## src/rtl/scan_chain_spi_ctrl.sv

```systemverilog
// Scan-chain SPI controller: shifts one word into a selected analog scan chain using
// non-overlapping two-phase shift clocks, then strobes that chain's latch. Optional macro: SCAN_READBACK_EN.
module scan_chain_spi_ctrl #(
    parameter int DATA_WIDTH = 16,
    parameter int NUM_CH     = 4,
    parameter int CH_W       = 2,
    parameter int CLK_DIV    = 2
) (
    input  logic                  CLK,
    input  logic                  RST,
    input  logic                  START,
    input  logic [CH_W-1:0]       CH_SEL,
    input  logic [DATA_WIDTH-1:0] DATA_IN,
    input  logic                  LSB_FIRST,
    input  logic                  SPI_SI,
    output logic                  BUSY,
    output logic                  DONE,
    output logic                  ERR,
    output logic                  SCLK1,
    output logic                  SCLK2,
    output logic                  SPI_SO,
    output logic [NUM_CH-1:0]     LAT,
    output logic [DATA_WIDTH-1:0] RDATA
);

    // state    | meaning
    // st_idle  | waiting for START; bad CH_SEL gives a one-cycle ERR
    // st_setup | word captured, first bit on SPI_SO
    // st_ph1   | SCLK1 high for CLK_DIV cycles
    // st_gap1  | both shift clocks low
    // st_ph2   | SCLK2 high for CLK_DIV cycles, SPI_SI sampled on its last edge
    // st_gap2  | both low, next bit on SPI_SO
    // st_latch | LAT[ch] high for CLK_DIV cycles
    // st_done  | strobe released; DONE pulse issued on exit
    typedef enum logic [2:0] {
        st_idle, st_setup, st_ph1, st_gap1, st_ph2, st_gap2, st_latch, st_done
    } state_t;

    localparam int CNT_W = (CLK_DIV > 1) ? $clog2(CLK_DIV) : 1;
    localparam int BIT_W = $clog2(DATA_WIDTH);
    localparam logic [CNT_W-1:0] CNT_LOAD = CNT_W'(CLK_DIV - 1);
    localparam logic [BIT_W-1:0] BIT_LAST = BIT_W'(DATA_WIDTH - 1);

    state_t                state;
    logic [CNT_W-1:0]      cnt;
    logic [BIT_W-1:0]      bit_cnt;
    logic [DATA_WIDTH-1:0] tx_sr;
    logic [DATA_WIDTH-1:0] tx_next;
    logic [CH_W-1:0]       ch_q;
    logic                  lsb_q;
    logic                  next_bit;
    logic                  ch_ok;
    logic [NUM_CH-1:0]     lat_onehot;
    logic [DATA_WIDTH-1:0] rx_word;

    assign ch_ok    = 32'(CH_SEL) < NUM_CH;
    assign tx_next  = lsb_q ? (tx_sr >> 1) : (tx_sr << 1);
    assign next_bit = lsb_q ? tx_next[0] : tx_next[DATA_WIDTH-1];

    always_comb begin
        lat_onehot = '0;
        for (int i = 0; i < NUM_CH; i++)
            lat_onehot[i] = (32'(ch_q) == i);
    end

`ifdef SCAN_READBACK_EN
    logic [DATA_WIDTH-1:0] rx_sr;

    always_ff @(posedge CLK or posedge RST) begin
        if (RST)
            rx_sr <= '0;
        else if (state == st_ph2 && cnt == '0)
            rx_sr <= lsb_q ? {SPI_SI, rx_sr[DATA_WIDTH-1:1]} : {rx_sr[DATA_WIDTH-2:0], SPI_SI};
    end

    assign rx_word = rx_sr;
`else
    logic unused_si;
    assign unused_si = SPI_SI;
    assign rx_word   = '0;
`endif

    always_ff @(posedge CLK or posedge RST) begin
        if (RST) begin
            state   <= st_idle;
            cnt     <= '0;
            bit_cnt <= '0;
            tx_sr   <= '0;
            ch_q    <= '0;
            lsb_q   <= 1'b0;
            BUSY    <= 1'b0;
            DONE    <= 1'b0;
            ERR     <= 1'b0;
            SCLK1   <= 1'b0;
            SCLK2   <= 1'b0;
            SPI_SO  <= 1'b0;
            LAT     <= '0;
            RDATA   <= '0;
        end else begin
            DONE <= 1'b0;
            ERR  <= 1'b0;
            case (state)
                st_idle: begin
                    if (START) begin
                        if (ch_ok) begin
                            state   <= st_setup;
                            BUSY    <= 1'b1;
                            tx_sr   <= DATA_IN;
                            ch_q    <= CH_SEL;
                            lsb_q   <= LSB_FIRST;
                            bit_cnt <= '0;
                            SPI_SO  <= LSB_FIRST ? DATA_IN[0] : DATA_IN[DATA_WIDTH-1];
                        end else begin
                            ERR <= 1'b1;
                        end
                    end
                end
                st_setup: begin
                    state <= st_ph1;
                    SCLK1 <= 1'b1;
                    cnt   <= CNT_LOAD;
                end
                st_ph1: begin
                    if (cnt == '0) begin
                        state <= st_gap1;
                        SCLK1 <= 1'b0;
                    end else begin
                        cnt <= cnt - 1'b1;
                    end
                end
                st_gap1: begin
                    state <= st_ph2;
                    SCLK2 <= 1'b1;
                    cnt   <= CNT_LOAD;
                end
                st_ph2: begin
                    if (cnt == '0) begin
                        state  <= st_gap2;
                        SCLK2  <= 1'b0;
                        tx_sr  <= tx_next;
                        SPI_SO <= next_bit;
                    end else begin
                        cnt <= cnt - 1'b1;
                    end
                end
                st_gap2: begin
                    if (bit_cnt == BIT_LAST) begin
                        state <= st_latch;
                        LAT   <= lat_onehot;
                        cnt   <= CNT_LOAD;
                    end else begin
                        state   <= st_ph1;
                        SCLK1   <= 1'b1;
                        cnt     <= CNT_LOAD;
                        bit_cnt <= bit_cnt + 1'b1;
                    end
                end
                st_latch: begin
                    if (cnt == '0) begin
                        state <= st_done;
                        LAT   <= '0;
                    end else begin
                        cnt <= cnt - 1'b1;
                    end
                end
                // One quiet cycle after the strobe falls so the chain data is held past the latch edge.
                st_done: begin
                    state  <= st_idle;
                    DONE   <= 1'b1;
                    BUSY   <= 1'b0;
                    SPI_SO <= 1'b0;
                    RDATA  <= rx_word;
                end
                default: state <= st_idle;
            endcase
        end
    end

endmodule
```

## config.mk

```make
export PLATFORM = sky130hd
export DESIGN_NAME = scan_chain_spi_ctrl
export DESIGN_NICKNAME = d
export VERILOG_FILES = /design/src/rtl/scan_chain_spi_ctrl.sv
export SDC_FILE = /design/constraint.sdc
export NUM_CORES = 1
export LEC_CHECK = 0
export ABC_AREA = 1
export ABC_CLOCK_PERIOD_IN_PS = 2400
export BUFFER_PORTS_ARGS = -buffer_cell sky130_fd_sc_hd__buf_2
export CORE_MARGIN = 3
export CORE_UTILIZATION = 40
export DETAILED_ROUTE_END_ITERATION = 8
export GPL_ROUTABILITY_DRIVEN = 0
export PLACE_DENSITY = 0.7
export SLEW_MARGIN = 30
export SYNTH_ARGS = -nofsm -noshare
export SYNTH_HDL_FRONTEND = slang
export SYNTH_SLANG_ARGS = --single-unit
```

## constraint.sdc

```tcl
create_clock -name CLK -period 2.4 [get_ports CLK]
set_clock_uncertainty 0.1 [all_clocks]
set_input_delay 0.24 -clock CLK [delete_from_list [all_inputs] [get_ports CLK]]
set_output_delay 0.24 -clock CLK [all_outputs]
set_load 0.01 [all_outputs]
```

==> key figures <==
Status
  – Outcome: finished, final reports clean

Cells and area
  – Share of layout cells above drive strength 1: 0.144
  – Final instance area: 0.00242 mm²
  – Nets: 375
  – Inserted Diodes: 0
  – Synthesis-to-layout area growth: 9.88%

Die
  – Die span in x: 80.2 µm
  – Die ar.: 0.00644 mm²
  – I/O pins: 49
  – Starting Density: 0.424
  – Row count: 26
  – Die height: 80.2 µm
  – Core ar.: 0.00520 mm²

Global route
  – GR Util All Layers: 0.151
  – Largest net degree at the start of global routing: 37
  – Met2 usage in global routing: 0.254
  – Gr ovfl total: 0
  – GRT met3 Usage: 0.0359
  – Busiest layer in global routing: met2
  – Initial antenna violation count: 0
  – GR Util met1: 0.185
  – Vias in the first global route: 1,877
  – First-pass GRT wire length: 7710 µm

STA
  – Final Max Tran Viols: 0
  – F_max: 515 MHz
  – Fin. Hold Viols: 0
  – Setup TNS: 0 ps
  – Minimum clock period after layout: 1940 ps
  – Final Setup Violations: 0
  – RSZ-0062 raised after global routing: false
  – Final period utilization: 0.809

Synth
  – Mean post-synth cell area: 6.98 µm²
  – Flops & latches, synth: 36
  – Post-Syn Area: 0.00220 mm²
  – Yosys warning total: 0
  – Netlist cell types: 22
  – Asr flop ratio synth: 1.00
  – Cell count after synthesis: 316
  – Ys flop type: dfrtp_1
  – Post-synthesis sequential area ratio: 0.409
  – Post-synth top area cell: dfrtp_1
  – Share of the synthesized area in the top cell type: 0.409
  – Synth area leaders: dfrtp_1 41%, nand2_1 22%, buf_4 7.2%, nand3_1 6.8%, inv_1 5.3%
  – EDFF count, synth: 0

Detailed routing
  – Final wirelength: 4240 µm
  – Routed vias: 1,940
  – DRT iter0 DRCs: 100
  – DRC viols: 0
  – Final ANT Viol Nets: 0
  – Per-cell routed wire length: 10.2 µm
  – Pre-Repair DR Iteration Count: 4
  – Vias per cell: 4.65

Critical path
  – Slowest-stage cell, CP: dfrtp_1
  – CP endpoint kind: flop
  – Critical path arrival: 2000 ps
  – FF-to-FF setup slack: 460 ps
  – Max incr delay on CP: 420 ps
  – CP Max Fanout: 15
  – Setup CP Type: reg -> reg
  – Crit-path cells: inv_1 -> ha_1 -> nand2_2 -> o21ai_2 -> buf_4 -> o21ai_0
  – CP required: 2460 ps
  – CP Launch Type: flop

Power and ir drop
  – Leak pwr: 1.40 nW
  – VDD IR max: 0.000213 V
  – Cell Pwr Density: 445 mW/mm²

Clocking
  – Largest buffer count on any clock path: 2
  – Worst-path clk slew: 70 ps
  – CTS Buf Count: 5
  – CTS root buffer: clkbuf_8
  – Clk Latency, worst-skew pair: 290 ps
  – CTS tree: built
  – Clock tree sinks: 36
  – Post-CTS Repair Setup Buffers: 0
  – H-tree levels: 2

Flow run
  – Max Cap Viol: 0

Min path
  – Class of the worst hold path: in -> reg

Placed design
  – Final HPWL DP: 3160 µm
  – Post-DP Area: 0.00233 mm²
  – PortBufs: 30
==> cell usage in the layout, fill, tap and decap left out <==
master / n
a21oi_1: 4
a31oi_1: 1
buf_2: 30
buf_4: 5
clkbuf_1: 1
clkbuf_8: 5
clkinv_2: 1
conb_1: 17
dfrtp_1: 36
dlygate4sd3_1: 1
ha_1: 5
inv_1: 31
inv_2: 4
nand2_1: 132
nand2_2: 2
nand3_1: 30
nand3_4: 1
nand4_1: 2
nor2_1: 11
nor3_1: 3
o21ai_0: 18
o21ai_1: 5
o21ai_2: 1
or2_2: 1
==> sequential cells by signal, summed over array words and instances, names as in the netlist, 2 cells and up <==
| name | flops |
|---|---|
| tx_sr | 16 |
| LAT | 4 |
| bit_cnt | 4 |
| state | 3 |
| ch_q | 2 |
==> critical path: cells and delay by family, from the launching register on <==
| kind | cells | cell delay [ps] |
|---|---|---|
| AO/OA/AOI/OAI | 2 | 450 |
| adder cells (fa/ha/maj) | 1 | 280 |
| buffers and inverters | 2 | 360 |
| flip-flops | 1 | 420 |
| AND/OR/NAND/NOR | 1 | 210 |
==> cells in the mapped netlist, types with 3 or more instances <==
| cell | count |
|---|---|
| inv_1 | 31 |
| inv_2 | 4 |
| dfrtp_1 | 36 |
| buf_4 | 21 |
| nand3_1 | 30 |
| a21oi_1 | 4 |
| ha_1 | 5 |
| nor3_1 | 3 |
| buf_2 | 4 |
| o21ai_0 | 18 |
| o21ai_1 | 5 |
| nand2_1 | 132 |
| nor2_1 | 11 |
==> per-stage QoR <==
step / util / total power, W / hold WS [ps] / worst slack (ps) / instances
after floorplan: - / 0.000673 / 299 / 870 / 332
after global placement: 0.449 / 0.000677 / 275 / 533 / 409
after detailed placement: 0.449 / 0.000677 / 273 / 461 / 409
after CTS: 0.465 / 0.00109 / 105 / 437 / 417
after global routing: 0.465 / 0.00113 / 111 / 223 / 417
final: 0.465 / 0.00108 / 109 / 458 / 417
==> logic make-up after synthesis <==
logic type	after synthesis	share of synthesized area
flip-flops	36	0.409
other	1	0.00170
adder cells (fa/ha/maj)	5	0.0284
AND/OR/NAND/NOR	182	0.341
AO/OA/AOI/OAI	29	0.0681
buffers and inverters	63	0.153
==> per-layer routing <==
layer  up-vias  wire [µm]
met5         -          0
met3         5        208
met2        40       2040
met4         0         74
li1       1007          -
met1       888       1910
==> final cells by class <==
cell class / instances / area (µm²)
Inverter: 35 / 131
Fill cell: 558 / 2780
Clock inverter: 1 / 5.00
Clock buffer: 6 / 72.6
Tap cell: 70 / 87.6
Timing Repair Buffer: 36 / 198
Multi-Input combinational cell: 233 / 1030
Sequential cell: 36 / 901
==> worst paths after layout <==
path | cells after the start | to | startpoint
max in group asynchronous | 4 | SCLK1 | RST
min | 3 | ch_q[1] | CH_SEL[1]
max | 6 | tx_sr[9] | state[0]
max reg2reg | 6 | tx_sr[9] | state[0]
min in group asynchronous | 4 | BUSY | RST
min reg2reg | 2 | tx_sr[0] | tx_sr[0]
==> timing repair <==
action                                 in CTS  in global routing
gates resized for setup                     0                  0
hold buffers                                1                  0
endpoints found under the hold margin      36                  0
==> report_power, final <==
part           internal [W]  leakage, nW  switching, W   total, W
combinational     0.0000213        0.943     0.0000380  0.0000593
sequential         0.000606        0.411             0   0.000606
clock              0.000197       0.0410      0.000215   0.000412
No activity file was read; power rests on OpenSTA's default activity.
